==> config.mk <==
export PLATFORM = sky130hd
export DESIGN_NAME = snoop_arbiter
export DESIGN_NICKNAME = d
export VERILOG_FILES = /design/src/rtl/snoop_arbiter_pkg.sv /design/src/rtl/snoop_arbiter_rr_picker.sv /design/src/rtl/snoop_arbiter.sv
export SDC_FILE = /design/constraint.sdc
export NUM_CORES = 1
export LEC_CHECK = 0
export ABC_AREA = 1
export CORE_MARGIN = 5
export CORE_UTILIZATION = 42
export DETAILED_ROUTE_END_ITERATION = 10
export PLACE_DENSITY = 0.85
export SLEW_MARGIN = 25
export SYNTH_ARGS = -nofsm -noshare
export SYNTH_HDL_FRONTEND = slang
export SYNTH_SLANG_ARGS = --single-unit
==> constraint.sdc <==
create_clock -name clk -period 4.8 [get_ports clk]
set_input_delay 0.96 -clock clk [delete_from_list [all_inputs] [get_ports clk]]
set_output_delay 0.96 -clock clk [all_outputs]
set_load 0.03 [all_outputs]
==> src/rtl/snoop_arbiter_pkg.sv <==
`default_nettype none
// +----------------------------------------------------------------------------+
// | Module   : snoop_arbiter_pkg                                               |
// | Purpose  : Shared state encoding and width helper for the snoop arbiter.   |
// | Revision : 1.0 - initial release                                           |
// +----------------------------------------------------------------------------+
package snoop_arbiter_pkg;

    typedef enum logic [1:0] {
        EMPTY = 2'd0,
        OFFER = 2'd1,
        FILL  = 2'd2
    } arb_state_t;

    function automatic int clog2(input int value);
        int result;
        int v;
        result = 0;
        v      = value - 1;
        while (v > 0) begin
            result = result + 1;
            v      = v >> 1;
        end
        return result;
    endfunction

endpackage
`default_nettype wire

==> src/rtl/snoop_arbiter_rr_picker.sv <==
`default_nettype none
// +----------------------------------------------------------------------------+
// | Module   : snoop_arbiter_rr_picker                                         |
// | Purpose  : Combinational round-robin priority encoder, first after rr_last.|
// | Revision : 1.0 - initial release                                           |
// +----------------------------------------------------------------------------+
module snoop_arbiter_rr_picker
    import snoop_arbiter_pkg::*;
#(
    parameter int N_CORES   = 4,
    parameter int SEL_WIDTH = clog2(N_CORES)
) (
    input  logic [N_CORES-1:0]   req,
    input  logic [SEL_WIDTH-1:0] rr_last,
    input  logic [N_CORES-1:0]   exclude,
    output logic [SEL_WIDTH-1:0] cand,
    output logic                 cand_valid
);

    logic [N_CORES-1:0]   w_eligible;
    logic [SEL_WIDTH-1:0] w_idx;

    assign w_eligible = req & ~exclude;

    // Walk from the farthest rotation back to the nearest so the nearest hit wins.
    always_comb begin
        cand       = '0;
        cand_valid = 1'b0;
        w_idx      = '0;
        for (int k = N_CORES; k >= 1; k--) begin
            w_idx = SEL_WIDTH'((int'(rr_last) + k) % N_CORES);
            if (w_eligible[w_idx]) begin
                cand       = w_idx;
                cand_valid = 1'b1;
            end
        end
    end

endmodule
`default_nettype wire

==> src/rtl/snoop_arbiter.sv <==
`default_nettype none
// +----------------------------------------------------------------------------+
// | Module   : snoop_arbiter                                                   |
// | Purpose  : Hands core buffers to the snooper round-robin, steers writes.   |
// | Revision : 1.0 - initial release                                           |
// +----------------------------------------------------------------------------+
module snoop_arbiter
    import snoop_arbiter_pkg::*;
#(
    parameter int N_CORES           = 4,
    parameter int SN_FWD_DATA_WIDTH = 64,
    parameter int SN_FWD_ADDR_WIDTH = 9,
    parameter int INC_WIDTH         = 8,
    parameter int LEN_WIDTH         = 16
) (
    input  logic                         clk,
    input  logic                         rst,
    input  logic [SN_FWD_ADDR_WIDTH-1:0] sn_addr,
    input  logic [SN_FWD_DATA_WIDTH-1:0] sn_wr_data,
    input  logic                         sn_wr_en,
    input  logic [INC_WIDTH-1:0]         sn_byte_inc,
    input  logic                         sn_done,
    output logic                         rdy_for_sn,
    input  logic                         rdy_for_sn_ack,
    input  logic [N_CORES-1:0]           core_rdy_for_sn,
    output logic [N_CORES-1:0]           core_rdy_for_sn_ack,
    output logic [SN_FWD_ADDR_WIDTH-1:0] core_addr,
    output logic [SN_FWD_DATA_WIDTH-1:0] core_wr_data,
    output logic [N_CORES-1:0]           core_wr_en,
    output logic [N_CORES-1:0]           core_done,
    output logic [LEN_WIDTH-1:0]         core_len
);

    localparam int SEL_WIDTH = clog2(N_CORES);

    arb_state_t           r_state;
    logic [SEL_WIDTH-1:0] r_sel;
    logic [SEL_WIDTH-1:0] r_rr_last;
    logic [LEN_WIDTH-1:0] r_len_acc;
    logic [N_CORES-1:0]   r_claim;
    logic [N_CORES-1:0]   r_done;
    logic [LEN_WIDTH-1:0] r_core_len;

    logic                 w_filling;
    logic [N_CORES-1:0]   w_sel_onehot;
    logic [N_CORES-1:0]   w_cand_onehot;
    logic [N_CORES-1:0]   w_exclude;
    logic [SEL_WIDTH-1:0] w_cand;
    logic                 w_cand_valid;
    logic [LEN_WIDTH:0]   w_sum;
    logic [LEN_WIDTH-1:0] w_len_next;

    assign w_filling     = (r_state == FILL);
    assign w_sel_onehot  = N_CORES'(1) << r_sel;
    assign w_cand_onehot = N_CORES'(1) << w_cand;
    assign w_exclude     = w_filling ? w_sel_onehot : '0;

    snoop_arbiter_rr_picker #(
        .N_CORES   (N_CORES),
        .SEL_WIDTH (SEL_WIDTH)
    ) u_rr_picker (
        .req        (core_rdy_for_sn),
        .rr_last    (r_rr_last),
        .exclude    (w_exclude),
        .cand       (w_cand),
        .cand_valid (w_cand_valid)
    );

    // One extra bit catches the carry out so the length clamps at all-ones.
    assign w_sum      = {1'b0, r_len_acc} + (LEN_WIDTH + 1)'(sn_byte_inc);
    assign w_len_next = !sn_wr_en      ? r_len_acc :
                        w_sum[LEN_WIDTH] ? '1       : w_sum[LEN_WIDTH-1:0];

    always_ff @(posedge clk) begin
        if (rst) begin
            r_state    <= EMPTY;
            r_sel      <= '0;
            r_rr_last  <= SEL_WIDTH'(N_CORES - 1);
            r_len_acc  <= '0;
            r_claim    <= '0;
            r_done     <= '0;
            r_core_len <= '0;
        end else begin
            r_claim    <= '0;
            r_done     <= '0;
            r_core_len <= '0;
            case (r_state)
                EMPTY: begin
                    if (w_cand_valid) begin
                        r_sel   <= w_cand;
                        r_state <= OFFER;
                    end
                end
                OFFER: begin
                    if (!core_rdy_for_sn[r_sel]) begin
                        r_state <= EMPTY;
                    end else if (rdy_for_sn_ack) begin
                        r_claim   <= w_sel_onehot;
                        r_rr_last <= r_sel;
                        r_len_acc <= '0;
                        r_state   <= FILL;
                    end
                end
                FILL: begin
                    r_len_acc <= w_len_next;
                    if (sn_done) begin
                        r_done     <= w_sel_onehot;
                        r_core_len <= w_len_next;
                        r_len_acc  <= '0;
                        // Re-offer in the TLAST cycle so back-to-back packets never stall.
                        if (w_cand_valid && rdy_for_sn_ack) begin
                            r_claim   <= w_cand_onehot;
                            r_sel     <= w_cand;
                            r_rr_last <= w_cand;
                        end else begin
                            r_state <= EMPTY;
                        end
                    end
                end
                default: r_state <= EMPTY;
            endcase
        end
    end

    assign rdy_for_sn          = (r_state == OFFER) || (w_filling && w_cand_valid);
    assign core_wr_en          = (w_filling && sn_wr_en) ? w_sel_onehot : '0;
    assign core_addr           = w_filling ? sn_addr    : '0;
    assign core_wr_data        = w_filling ? sn_wr_data : '0;
    assign core_rdy_for_sn_ack = r_claim;
    assign core_done           = r_done;
    assign core_len            = r_core_len;

endmodule
`default_nettype wire

### Yosys cells after proc, flatten, opt, wreduce, memory -nomap -nowiden

Cells that the tools add are included.

* bitwise operators: 4
* reductions and logical operators: 12
* shift-type cells: 2
* $add $sub $neg: 5
* equal/unequal tests: 9
* multiplexer cells: 46
* $lt $le $gt $ge: 5

Operator list (count)
* two-way mux 16 bit: 5
* two-way mux 64 bit: 1
* one-hot mux 16 bit (2 select lines): 1
* two-way mux 2 bit: 14
* two-way mux 4 bit: 6
* adder 16 x 8 -> 17 bit: 1
* less-than comparator 2 x 3 -> 1 bit, second input constant: 5
* binary-select mux 1 bit (select 2 bit): 5
* != test 2 bit, second input constant: 5
* two-way mux 1 bit: 9
* two-way mux 9 bit: 1
* one-hot mux 2 bit (2 select lines): 2
* one-hot mux 4 bit (2 select lines): 1
* AND reduction 4 bit: 2
* left shift 1 x 2 -> 4 bit, first input constant: 2
* one-hot mux 2 bit (3 select lines): 1
* AND reduction 5 bit: 1
* adder 2 x 1 -> 2 bit, second input constant: 2
* adder 2 bit, second input constant: 2
* AND 4 bit: 1
* NOT 4 bit: 1
* nonzero test 2 bit: 2
* logical AND 1 bit: 3
* != test 3 bit, second input constant: 1
* 8 further kinds: 9

* output and inout port bits: 102
* word-level logic and storage cells: 90
* register bits: 46
* bits of input ports: 90

### Longest topological paths before layout

* word-level depth: 14
* depth in mapped cells: 16
* gate-level depth less buffers: 15

### Hierarchy

A second synthesis with hierarchy kept.

* cells, all modules: 592
* area, all modules: 3369.5 um2

By module, submodules not included
* snoop_arbiter: times used 1, cells an instance 546, seq. area each 920.9 um2, area an instance 3164.3 um2
* snoop_arbiter_rr_picker: times used 1, cells an instance 46, seq. area each 0.0 um2, area an instance 205.2 um2

### Least setup slack after synthesis

No wires, ideal clock.

* path type: input-to-output
* start: input port sn_wr_en
* end: output port core_wr_en[0]
* path slack: 2148 ps
* required time: 3840 ps
* cell stages on the path: 3
* data arrival time: 1692 ps
* buffers on the path: 1
* path through: clkbuf_1 nand2_1 nor2_1

* word-level cells in the longest chain between the ends: 2

RTL lines
* start: declaration: RTL line snoop_arbiter.sv:20 `input logic sn_wr_en,`
* logical AND 1 bit: RTL line snoop_arbiter.sv:126 `assign core_wr_en = (w_filling && sn_wr_en) ? w_sel_onehot : '0;`
* two-way mux 4 bit: RTL line snoop_arbiter.sv:126
* end: declaration: RTL line snoop_arbiter.sv:29 `output logic [N_CORES-1:0] core_wr_en,`

No other way between the ends.

### Worst setup path in the final report

* start: input port sn_wr_en
* end: output port core_wr_en[1]

The elaborated chain is that of the path after synthesis.

==> run summary <==
status: completed
# nets final: 835
placed cell area: 5250 sq um
clock skew: 0.00586 ns
Max VDD drop: 0.117 mV
routed vias: 3944
mapped cell area: 3300 sq um
Crit Path Max Fanout: 14
max_cap viols: 0
clock-pin slew on the worst setup and hold paths: 0.08 ns
port bufs: 191
Critical Path Source Type: primary input
Final GP Congestion: 0.920
CP max-delay cell: clkdlybuf4s50_1
most used cell, CP: clkdlybuf4s50_1
multi-input logic area: 1840 sq um
CP Cell Sequence: clkdlybuf4s50_1, inv_1, nor2_1, clkdlybuf4s50_1
clock sink count: 46
Area growth syn-to-layout: 61.8%
post-synthesis adder-cell area fraction: 4.77%
remaining antenna violation count: 0
headroom to the max-slew limit: 39.1%
clock buffer depth: 2
Detailed Route WL: 11700 um
Die Y-Extent: 98.7 um
syn nets: 654
CTS H-tree depth: 2
busiest grt layer: met2
Mapped Cells: 552
Crit path required time: 3.84 ns
RSZ-0062 raised after global routing: false
largest family of logic cells by synthesized area: simple AND/OR/NAND/NOR gates
Slew @ Worst Pin: 0.911 ns
largest net degree at the start of global routing: 80
Synth Register Bits: 46
YS warnings: 0
initial antenna violation count: 1
Remaining DRCs: 0
Util after Layout: 69.5%
Tmin final: 3.89 ns
# hold bufs at CTS: 0
Setup Buffers After CTS: 0
total CTS buffers: 5
Tcrit/Tclk final: 81.0%
Fillers: 653
Pwr Density: 251 nW/um^2
Setup TNS Final: 0 ns
endpoints failing hold: 0
number of gates resized after CTS: 0
Die Area: 9730 sq um
CTS tree: yes
crit path kind: primary input to output port
HPWL Detailed: 9560 um
Core ar.: 7690 sq um
share of layout cells above drive strength 1: 7.36%
fmax: 257 MHz
vias per inst: 4.71
Reg area: 921 sq um
ranking of synthesized cells by area: dfxtp_1, nand2_1, inv_1
drt first pass iters: 5
post-DR wirelength/cell: 14.0 um
Pleak: 2.76 nW
total global-route track usage: 23.4%
Synth Area in Compound Gates: 8.26%
Slew Viols, Final: 0
multiplexer share of the synthesized area: 0%
average size of a mapped cell: 5.98 sq um
endpoint type of the worst setup path: output port
Setup-failing EPs final: 0
global-route wire length before repair: 18600 um
initial drt markers: 163
vias in the first global route: 3974
Seq/Total Area, Yosys: 27.9%
M2 GR Usage: 43.6%
root buf cell: clkbuf_8
Worst Path Arrival: 2.93 ns
Clk Latency, worst-skew pair: 0.30 ns
Synth area leader: dfxtp_1
post-synth top area share: 27.9%
Post-Synth XOR/XNOR Area: 1.59%
met1 Track Usage GR: 23.4%
final instance area: 5340 sq um
worst stage delay on the critical path: 0.84 ns
Die W: 98.7 um
Buf/Inv on CP: 3
Hold/Removal Path Class: register to register
Synth cell types: 37
grt total ovfl: 0
CP top delay family: buffers and inverters
Synth Area in Simple Gates: 40.9%
num ports: 192
Final Hold Slack: 0.490 ns
Starting Density: 43.0%
met3 Use GR: 10.4%
Cell Rows: 32
==> metal layers <==
| layer | vias up | wire length [um] |
|---|---|---|
| met1 | 1739 | 4030 |
| met2 | 172 | 6050 |
| li1 | 2014 | - |
| met3 | 19 | 1340 |
| met4 | 0 | 264 |
| met5 | - | 0 |
==> cells in the final DEF, fill, tap and decap left out, types with 3 or more instances in the layout <==
master	count
dfxtp_1	46
o21ai_2	3
a21oi_1	27
inv_1	110
nor2_2	6
or2_2	9
o21ai_0	11
clkbuf_8	6
inv_2	5
ha_1	10
xnor2_1	4
nand2_1	183
nor2_1	46
nand3_2	8
nand3_1	34
clkdlybuf4s50_1	191
nand2_2	6
==> report_power, final <==
group	internal (mW)	leakage [nW]	switching, mW	total [mW]
clock network	0.116	0.0482	0.120	0.236
registers	0.400	0.372	0.0391	0.439
logic	0.258	2.34	0.406	0.664
total	0.774	2.76	0.565	1.34
==> cell type report <==
| class | count | share of cell area (%) |
|---|---|---|
| Antenna cell | 1 | 0.0468 |
| Clock buffer | 7 | 1.62 |
| Clock inverter | 1 | 0.0937 |
| Inverter | 117 | 8.31 |
| Multi-Input combinational cell | 371 | 34.4 |
| Sequential cell | 46 | 17.2 |
| Tap cell | 102 | 2.39 |
| Timing Repair Buffer | 192 | 35.9 |
==> cells by family (layout without fill, tap and decap cells) <==
kind of cell	count (synthesis)	in the layout
AO/OA/AOI/OAI	49	49
XOR/XNOR	6	6
adder cells (fa/ha/maj)	12	12
buffers and inverters	135	317
flip-flops	46	46
other	0	1
AND/OR/NAND/NOR	304	304
==> through the flow <==
| step | cells | power, mW | setup WS [ns] |
|---|---|---|---|
| 6_report | 837 | 1.34 | 0.910 |
| 5_1_grt | 837 | 1.43 | 0.882 |
| 4_1_cts | 836 | 1.34 | 0.972 |
| 3_5_place_dp | 828 | 1.11 | 0.982 |
| 3_3_place_gp | 828 | 1.10 | 1.05 |
| 2_1_floorplan | 552 | 0.873 | 2.15 |
==> tightest hold or removal path, stage by stage (launching register included) <==
cell,delay (ns)
dfxtp_1,0.33
nand2_1,0.06
a21oi_1,0.06
==> synthesized netlist by cell type, drive strengths merged <==
cell type and number:
o21a 2, o22ai 2, o21bai 1, nor2 54, dfxtp 46, a21oi 28
inv 117, nand3b 4, o211ai 1, fa 1, nand2 189, buf 6
xnor2 4, nand4 2, nand3 42, xor2 2, ha 11, nor4 2
clkbuf 12, o21ai 15, nor3 2, or2 9
==> worst paths after layout <==
| kind | to | slack (ns) | startpoint | cells past startpoint |
|---|---|---|---|---|
| worst max-delay path | core_wr_en[1] | 0.91 | sn_wr_en | 4 |
| worst min-delay path | r_len_acc[5]$_SDFFE_PP0P_ | 0.49 | r_len_acc[5]$_SDFFE_PP0P_ | 2 |
| worst max register to register | r_len_acc[0]$_SDFFE_PP0P_ | 2.10 | r_state[0]$_SDFFE_PP0P_ | 10 |
| worst min register to register | r_len_acc[5]$_SDFFE_PP0P_ | 0.49 | r_len_acc[5]$_SDFFE_PP0P_ | 2 |
==> sequential cells by signal (all words and copies together), names as in the netlist <==
register / cells
r_len_acc: 16
r_sel: 2
core_done: 4
r_state: 2
core_rdy_for_sn_ack: 4
r_rr_last: 2
core_len: 16
Note: power is estimated with default switching activity, not from simulation.
